<file path="config.mk">
export PLATFORM = sky130hd
export DESIGN_NAME = pll_reset_sequencer
export DESIGN_NICKNAME = d
export VERILOG_FILES = /design/src/rtl/pll_reset_seq_pkg.sv /design/src/rtl/sync_2ff.sv /design/src/rtl/pll_reset_sequencer.sv
export SDC_FILE = /design/constraint.sdc
export NUM_CORES = 1
export LEC_CHECK = 0
export CORE_MARGIN = 8
export CORE_UTILIZATION = 56
export CTS_CLUSTER_DIAMETER = 150
export CTS_CLUSTER_SIZE = 14
export DETAILED_ROUTE_END_ITERATION = 10
export HOLD_SLACK_MARGIN = 0.1
export PLACE_DENSITY = 0.78
export SLEW_MARGIN = 20
export SYNTH_ARGS = -nofsm -noshare
export SYNTH_HDL_FRONTEND = slang
export SYNTH_SLANG_ARGS = --single-unit
</file>
<file path="constraint.sdc">
create_clock -name clk -period 2 [get_ports clk]
set_input_delay 0.3 -clock clk [delete_from_list [all_inputs] [get_ports clk]]
set_output_delay 0.3 -clock clk [all_outputs]
set_load 0.01 [all_outputs]
</file>
<file path="src/rtl/pll_reset_seq_pkg.sv">
// Shared types and width helpers for the PLL reset sequencer.
// Also used by pll_reset_sequencer, whose optional feature is PLL_RESET_SEQ_LOSS_COUNT_EN.
package pll_reset_seq_pkg;

    typedef enum logic [2:0] {
        S_PLL_RST   = 3'd0,
        S_WAIT_LOCK = 3'd1,
        S_STABLE    = 3'd2,
        S_RELEASE   = 3'd3,
        S_RUN       = 3'd4,
        S_FAIL      = 3'd5
    } state_t;

    // Bits needed to hold values 0..n-1, never less than one.
    function automatic int width_for(input int n);
        return (n <= 1) ? 1 : $clog2(n);
    endfunction

    function automatic int max2(input int a, input int b);
        return (a > b) ? a : b;
    endfunction

endpackage

</file>
<file path="src/rtl/sync_2ff.sv">
// Two-flop synchroniser for slow level signals crossing into clk.
module sync_2ff #(
    parameter int WIDTH = 1
) (
    input  logic             clk,
    input  logic             reset,
    input  logic [WIDTH-1:0] d,
    output logic [WIDTH-1:0] q
);

    logic [WIDTH-1:0] meta;

    always_ff @(posedge clk) begin
        if (reset) begin
            meta <= '0;
            q    <= '0;
        end else begin
            meta <= d;
            q    <= meta;
        end
    end

endmodule

</file>
<file path="src/rtl/pll_reset_sequencer.sv">
// rPLL supervisor: reset pulse, lock wait with retries, lock debounce, staggered domain release.
// Define PLL_RESET_SEQ_LOSS_COUNT_EN to build the saturating lock-loss counter.
module pll_reset_sequencer
    import pll_reset_seq_pkg::*;
#(
    parameter int NUM_DOMAINS         = 2,
    parameter int PLL_RST_CYCLES      = 16,
    parameter int LOCK_TIMEOUT_CYCLES = 65536,
    parameter int LOCK_STABLE_CYCLES  = 1024,
    parameter int RELEASE_GAP_CYCLES  = 64,
    parameter int MAX_RETRIES         = 3,
    parameter int LOSS_CNT_W          = 8
) (
    input  logic                                  clk,
    input  logic                                  reset,
    input  logic                                  pll_lock_i,
    output logic                                  pll_reset_o,
    output logic [NUM_DOMAINS-1:0]                domain_rst_o,
    output logic                                  ready_o,
    output logic                                  fail_o,
    output logic [width_for(MAX_RETRIES+1)-1:0]   retry_cnt_o,
    output logic [LOSS_CNT_W-1:0]                 lock_loss_cnt_o
);

    localparam int CNT_MAX = max2(max2(PLL_RST_CYCLES, LOCK_TIMEOUT_CYCLES),
                                  max2(LOCK_STABLE_CYCLES, RELEASE_GAP_CYCLES));
    localparam int CNT_W   = width_for(CNT_MAX);
    localparam int RET_W   = width_for(MAX_RETRIES + 1);
    localparam int IDX_W   = width_for(NUM_DOMAINS + 1);

    localparam logic [CNT_W-1:0] RST_LAST = CNT_W'(PLL_RST_CYCLES - 1);
    localparam logic [CNT_W-1:0] TMO_LAST = CNT_W'(LOCK_TIMEOUT_CYCLES - 1);
    localparam logic [CNT_W-1:0] STB_LAST = CNT_W'(LOCK_STABLE_CYCLES - 1);
    localparam logic [CNT_W-1:0] GAP_LAST = CNT_W'(RELEASE_GAP_CYCLES - 1);

    logic                   lock_s;
    state_t                 state_q, state_d;
    logic [CNT_W-1:0]       cnt_q, cnt_d;
    logic [IDX_W-1:0]       idx_q, idx_d;
    logic [RET_W-1:0]       retry_q, retry_d, retry_inc;
    logic                   pll_rst_q, pll_rst_d;
    logic [NUM_DOMAINS-1:0] dom_q, dom_d;
    logic                   ready_q, ready_d;
    logic                   fail_q, fail_d;

    sync_2ff #(.WIDTH(1)) u_lock_sync (
        .clk   (clk),
        .reset (reset),
        .d     (pll_lock_i),
        .q     (lock_s)
    );

    assign retry_inc = retry_q + RET_W'(1);

    always_ff @(posedge clk) begin
        if (reset) begin
            state_q   <= S_PLL_RST;
            cnt_q     <= '0;
            idx_q     <= '0;
            retry_q   <= '0;
            pll_rst_q <= 1'b1;
            dom_q     <= '1;
            ready_q   <= 1'b0;
            fail_q    <= 1'b0;
        end else begin
            state_q   <= state_d;
            cnt_q     <= cnt_d;
            idx_q     <= idx_d;
            retry_q   <= retry_d;
            pll_rst_q <= pll_rst_d;
            dom_q     <= dom_d;
            ready_q   <= ready_d;
            fail_q    <= fail_d;
        end
    end

    always_comb begin
        state_d   = state_q;
        cnt_d     = cnt_q;
        idx_d     = idx_q;
        retry_d   = retry_q;
        pll_rst_d = pll_rst_q;
        dom_d     = dom_q;
        ready_d   = ready_q;
        fail_d    = fail_q;

        unique case (state_q)
            S_PLL_RST: begin
                pll_rst_d = 1'b1;
                dom_d     = '1;
                ready_d   = 1'b0;
                if (cnt_q == RST_LAST) begin
                    state_d   = S_WAIT_LOCK;
                    cnt_d     = '0;
                    pll_rst_d = 1'b0;
                end else begin
                    cnt_d = cnt_q + CNT_W'(1);
                end
            end

            S_WAIT_LOCK: begin
                cnt_d = cnt_q + CNT_W'(1);
                // Lock takes priority over a timeout landing in the same cycle.
                if (lock_s) begin
                    state_d = S_STABLE;
                    cnt_d   = '0;
                end else if (cnt_q == TMO_LAST) begin
                    cnt_d     = '0;
                    retry_d   = retry_inc;
                    pll_rst_d = 1'b1;
                    if (retry_inc == RET_W'(MAX_RETRIES)) begin
                        state_d = S_FAIL;
                        fail_d  = 1'b1;
                    end else begin
                        state_d = S_PLL_RST;
                    end
                end
            end

            S_STABLE: begin
                if (!lock_s) begin
                    state_d = S_WAIT_LOCK;
                    cnt_d   = '0;
                end else if (cnt_q == STB_LAST) begin
                    state_d  = S_RELEASE;
                    cnt_d    = '0;
                    dom_d[0] = 1'b0;
                    idx_d    = IDX_W'(1);
                end else begin
                    cnt_d = cnt_q + CNT_W'(1);
                end
            end

            S_RELEASE, S_RUN: begin
                if (!lock_s) begin
                    state_d   = S_PLL_RST;
                    cnt_d     = '0;
                    idx_d     = '0;
                    retry_d   = '0;
                    pll_rst_d = 1'b1;
                    dom_d     = '1;
                    ready_d   = 1'b0;
                end else if (state_q == S_RELEASE) begin
                    if (cnt_q == GAP_LAST) begin
                        cnt_d = '0;
                        // idx points at the next domain; reaching NUM_DOMAINS means the last gap expired.
                        if (idx_q == IDX_W'(NUM_DOMAINS)) begin
                            state_d = S_RUN;
                            ready_d = 1'b1;
                            retry_d = '0;
                        end else begin
                            for (int i = 0; i < NUM_DOMAINS; i++) begin
                                if (idx_q == IDX_W'(i)) dom_d[i] = 1'b0;
                            end
                            idx_d = idx_q + IDX_W'(1);
                        end
                    end else begin
                        cnt_d = cnt_q + CNT_W'(1);
                    end
                end
            end

            S_FAIL: begin
                pll_rst_d = 1'b1;
                dom_d     = '1;
                ready_d   = 1'b0;
                fail_d    = 1'b1;
            end

            default: begin
                state_d   = S_PLL_RST;
                cnt_d     = '0;
                idx_d     = '0;
                pll_rst_d = 1'b1;
                dom_d     = '1;
                ready_d   = 1'b0;
            end
        endcase
    end

`ifdef PLL_RESET_SEQ_LOSS_COUNT_EN
    logic                  loss_evt;
    logic [LOSS_CNT_W-1:0] loss_q;

    assign loss_evt = !lock_s && (state_q == S_RELEASE || state_q == S_RUN);

    always_ff @(posedge clk) begin
        if (reset)
            loss_q <= '0;
        else if (loss_evt && loss_q != '1)
            loss_q <= loss_q + LOSS_CNT_W'(1);
    end

    assign lock_loss_cnt_o = loss_q;
`else
    assign lock_loss_cnt_o = '0;
`endif

    assign pll_reset_o  = pll_rst_q;
    assign domain_rst_o = dom_q;
    assign ready_o      = ready_q;
    assign fail_o       = fail_q;
    assign retry_cnt_o  = retry_q;

endmodule

</file>
==> flow_metrics.env <==
export IMPL_status="finished, final reports clean"
export IMPL_finalClockSkew_ps=10.9
export IMPL_mostFrequentLayoutCells="28 x dfxtp_1, 26 x nor2_1, 16 x buf_4"
export IMPL_drcViolationCount=0
export IMPL_dpl_hpwl_um=3090
export IMPL_dp_worst_setup_slack_ps=85.9
export IMPL_drtAntennaViolNets=0
export IMPL_syn_inst=218
export IMPL_place_area_mm2=0.00201
export IMPL_yosysSeqAreaShare_pct=32.7
export IMPL_dieArea_mm2=0.00537
export IMPL_layout_min_cycle_time_ps=1900
export IMPL_final_area_mm2=0.00211
export IMPL_hold_class="flop to flop"
export IMPL_multiInputGateArea_mm2=0.00111
export IMPL_grt_overflow=0
export IMPL_route_met2_wl_um=1960
export IMPL_path_clk_slew_ps=100
export IMPL_grt_max_degree=14
export IMPL_drt_met1_wl_um=2030
export IMPL_holdPathStages=1
export IMPL_diodes=0
export IMPL_setup_ws_ps=99.9
export IMPL_maxCapViolations=0
export IMPL_setup_tns_ps=0
export IMPL_report_final_slew_viol_count=0
export IMPL_drive_gt1_share_pct=18.3
export IMPL_endpoint_kind="flop"
export IMPL_cp_start_kind="flop"
export IMPL_power_density_mw_per_mm2=741
export IMPL_htreeDepth=2
export IMPL_yosys_warnings=0
export IMPL_gr_usage_all_layers_pct=17.7
export IMPL_first_global_vias=1624
export IMPL_drtIter0Drc=149
export IMPL_period_share_pct=95.0
export IMPL_fin_nets=248
export IMPL_cts_tree="built"
export IMPL_hold_violations=0
export IMPL_die_width_um=73.3
export IMPL_wl_um=4410
export IMPL_top_layer="met4"
export IMPL_wl_met3_um=354
export IMPL_worstSetupPathType="flop to flop"
export IMPL_grt_pass1_wl_um=7560
export IMPL_ys_types=58
export IMPL_die_h_um=73.3
export IMPL_max_freq_ghz=0.526
export IMPL_boundaryPins=18
export IMPL_yosysTopAreaCellShare_pct=32.7
export IMPL_register_area_um2=603
export IMPL_synthArstFlopShare_pct=0
export IMPL_insertion_delay_ps=340
export IMPL_crit_path_max_fanout=6
export IMPL_final_common_cell="dfxtp_1"
export IMPL_first_pass_iters=7
export IMPL_cp_data_required_time_ps=2220
export IMPL_final_setup_viol_count=0
export IMPL_antenna_found_initial=0
export IMPL_initial_core_util_pct=56.9
export IMPL_synth_edf_count=0
export IMPL_arrival_ps=2120
export IMPL_numCtsBuffers=5
export IMPL_gp_congestion=0.958
export IMPL_n_fill_cell=281
export IMPL_num_rows=21
export IMPL_synth_largest_area_cell="dfxtp_1"
export IMPL_clkSinkCount=30
export IMPL_core_mm2=0.00323
export IMPL_port_buffers=9
export IMPL_r2r_cells=6
export IMPL_ir_drop_mv=0.535
export IMPL_num_vias=1710
export IMPL_cts_buffer_depth=2
export IMPL_routedWlPerCell_um=15.3
export IMPL_area_delta_synth_final_pct=14.6
export IMPL_synthFlopType="dfxtp_1"
export IMPL_vias_per_cell=5.96
export IMPL_syn_area_mm2=0.00184
export IMPL_rsz0062_at_grt="false"
export IMPL_p_leak_nw=0.757
export IMPL_ys_top_cells_by_area="dfxtp_1 33%, xor2_1 5.7%, nor2_1 5.3%"
export IMPL_ys_seq_elements=30
export IMPL_cts_root_buf="clkbuf_4"
export IMPL_synth_avg_cell_area_um2=8.43
sequential cells by signal, indices dropped and copies added (netlist names):
signal            count
u_lock_sync.q         1
retry_cnt_o           2
domain_rst_o          2
state_q               3
fail_o                1
u_lock_sync.meta      1
ready_o               1
idx_q                 2
cnt_q                16
pll_reset_o           1
Yosys cell counts (2+ instances only):
cell type,instances
dfxtp_1,30
nor2_1,26
nand2_1,14
a21oi_1,13
xor2_1,12
buf_4,11
inv_1,9
nand4_1,9
o21ai_0,9
nand3_1,7
ha_1,5
nor2b_1,4
nor3_1,4
a21o_1,3
and3_1,3
clkbuf_1,3
nor4_1,3
o31ai_1,3
a211oi_1,2
and4_4,2
buf_2,2
buf_6,2
mux2i_1,2
nand2b_1,2
o2111ai_1,2
or2_2,2
or3_1,2
or4_1,2
routing by layer:
metal | global-route usage (%) | up-vias
met1 | 24.5 | 791
met4 | 6.43 | 0
met5 | 0 | -
li1 | - | 815
met3 | 3.27 | 11
met2 | 26.5 | 93
cell families after synthesis:
group           count (synthesis)  synth area share, %
flops                          30                 32.7
other cells                     1                0.204
simple gates                   92                 28.7
fa+ha+maj                       5                 3.40
xor+xnor                       13                 6.19
mux                             3                 1.70
buf+inv                        27                 8.71
compound gates                 47                 18.4
report_power, final:
group          total, mW  switching [mW]  internal (mW)
Combinational      0.396           0.226          0.169
Sequential         0.691          0.0547          0.636
Clock              0.475           0.210          0.265
worst max-delay path, cell delays in order, from the launching register on:
cell and delay, ps:
dfxtp_1 380, ha_1 210, and3_2 230, nand4_1 160
o2bb2ai_2 220, nor3_2 230, mux2_2 360
cell type report:
class | count | share of cell area [%]
Multi-Input combinational cell | 168 | 52.9
Clock inverter | 1 | 1.43
Tap cell | 46 | 2.73
Sequential cell | 30 | 28.6
Timing Repair Buffer | 26 | 10.5
Inverter | 9 | 1.60
Clock buffer | 7 | 2.14
final timing paths:
path                                        from            end  slack (ps)
worst max-delay path                    cnt_q[1]     state_q[0]         100
worst min-delay path            u_lock_sync.meta  u_lock_sync.q         450
worst max register to register          cnt_q[1]     state_q[0]         100
worst min register to register  u_lock_sync.meta  u_lock_sync.q         450
per-stage QoR:
stage | std cells | util, % | power, mW | hold slack [ps]
floorplan | 225 | - | 0.990 | 414
global placement | 278 | 62.1 | 1.07 | 436
detailed placement | 278 | 62.1 | 1.08 | 442
CTS | 286 | 64.4 | 1.55 | 461
global route | 287 | 65.2 | 1.64 | 461
finish | 287 | 65.2 | 1.56 | 451
timing repair:
action	in CTS	in global routing
gates resized for setup	0	6
endpoints found under the setup margin	0	17
setup buffers	0	1
hold buffers	0	0
Note: power is estimated with default switching activity, not from simulation.
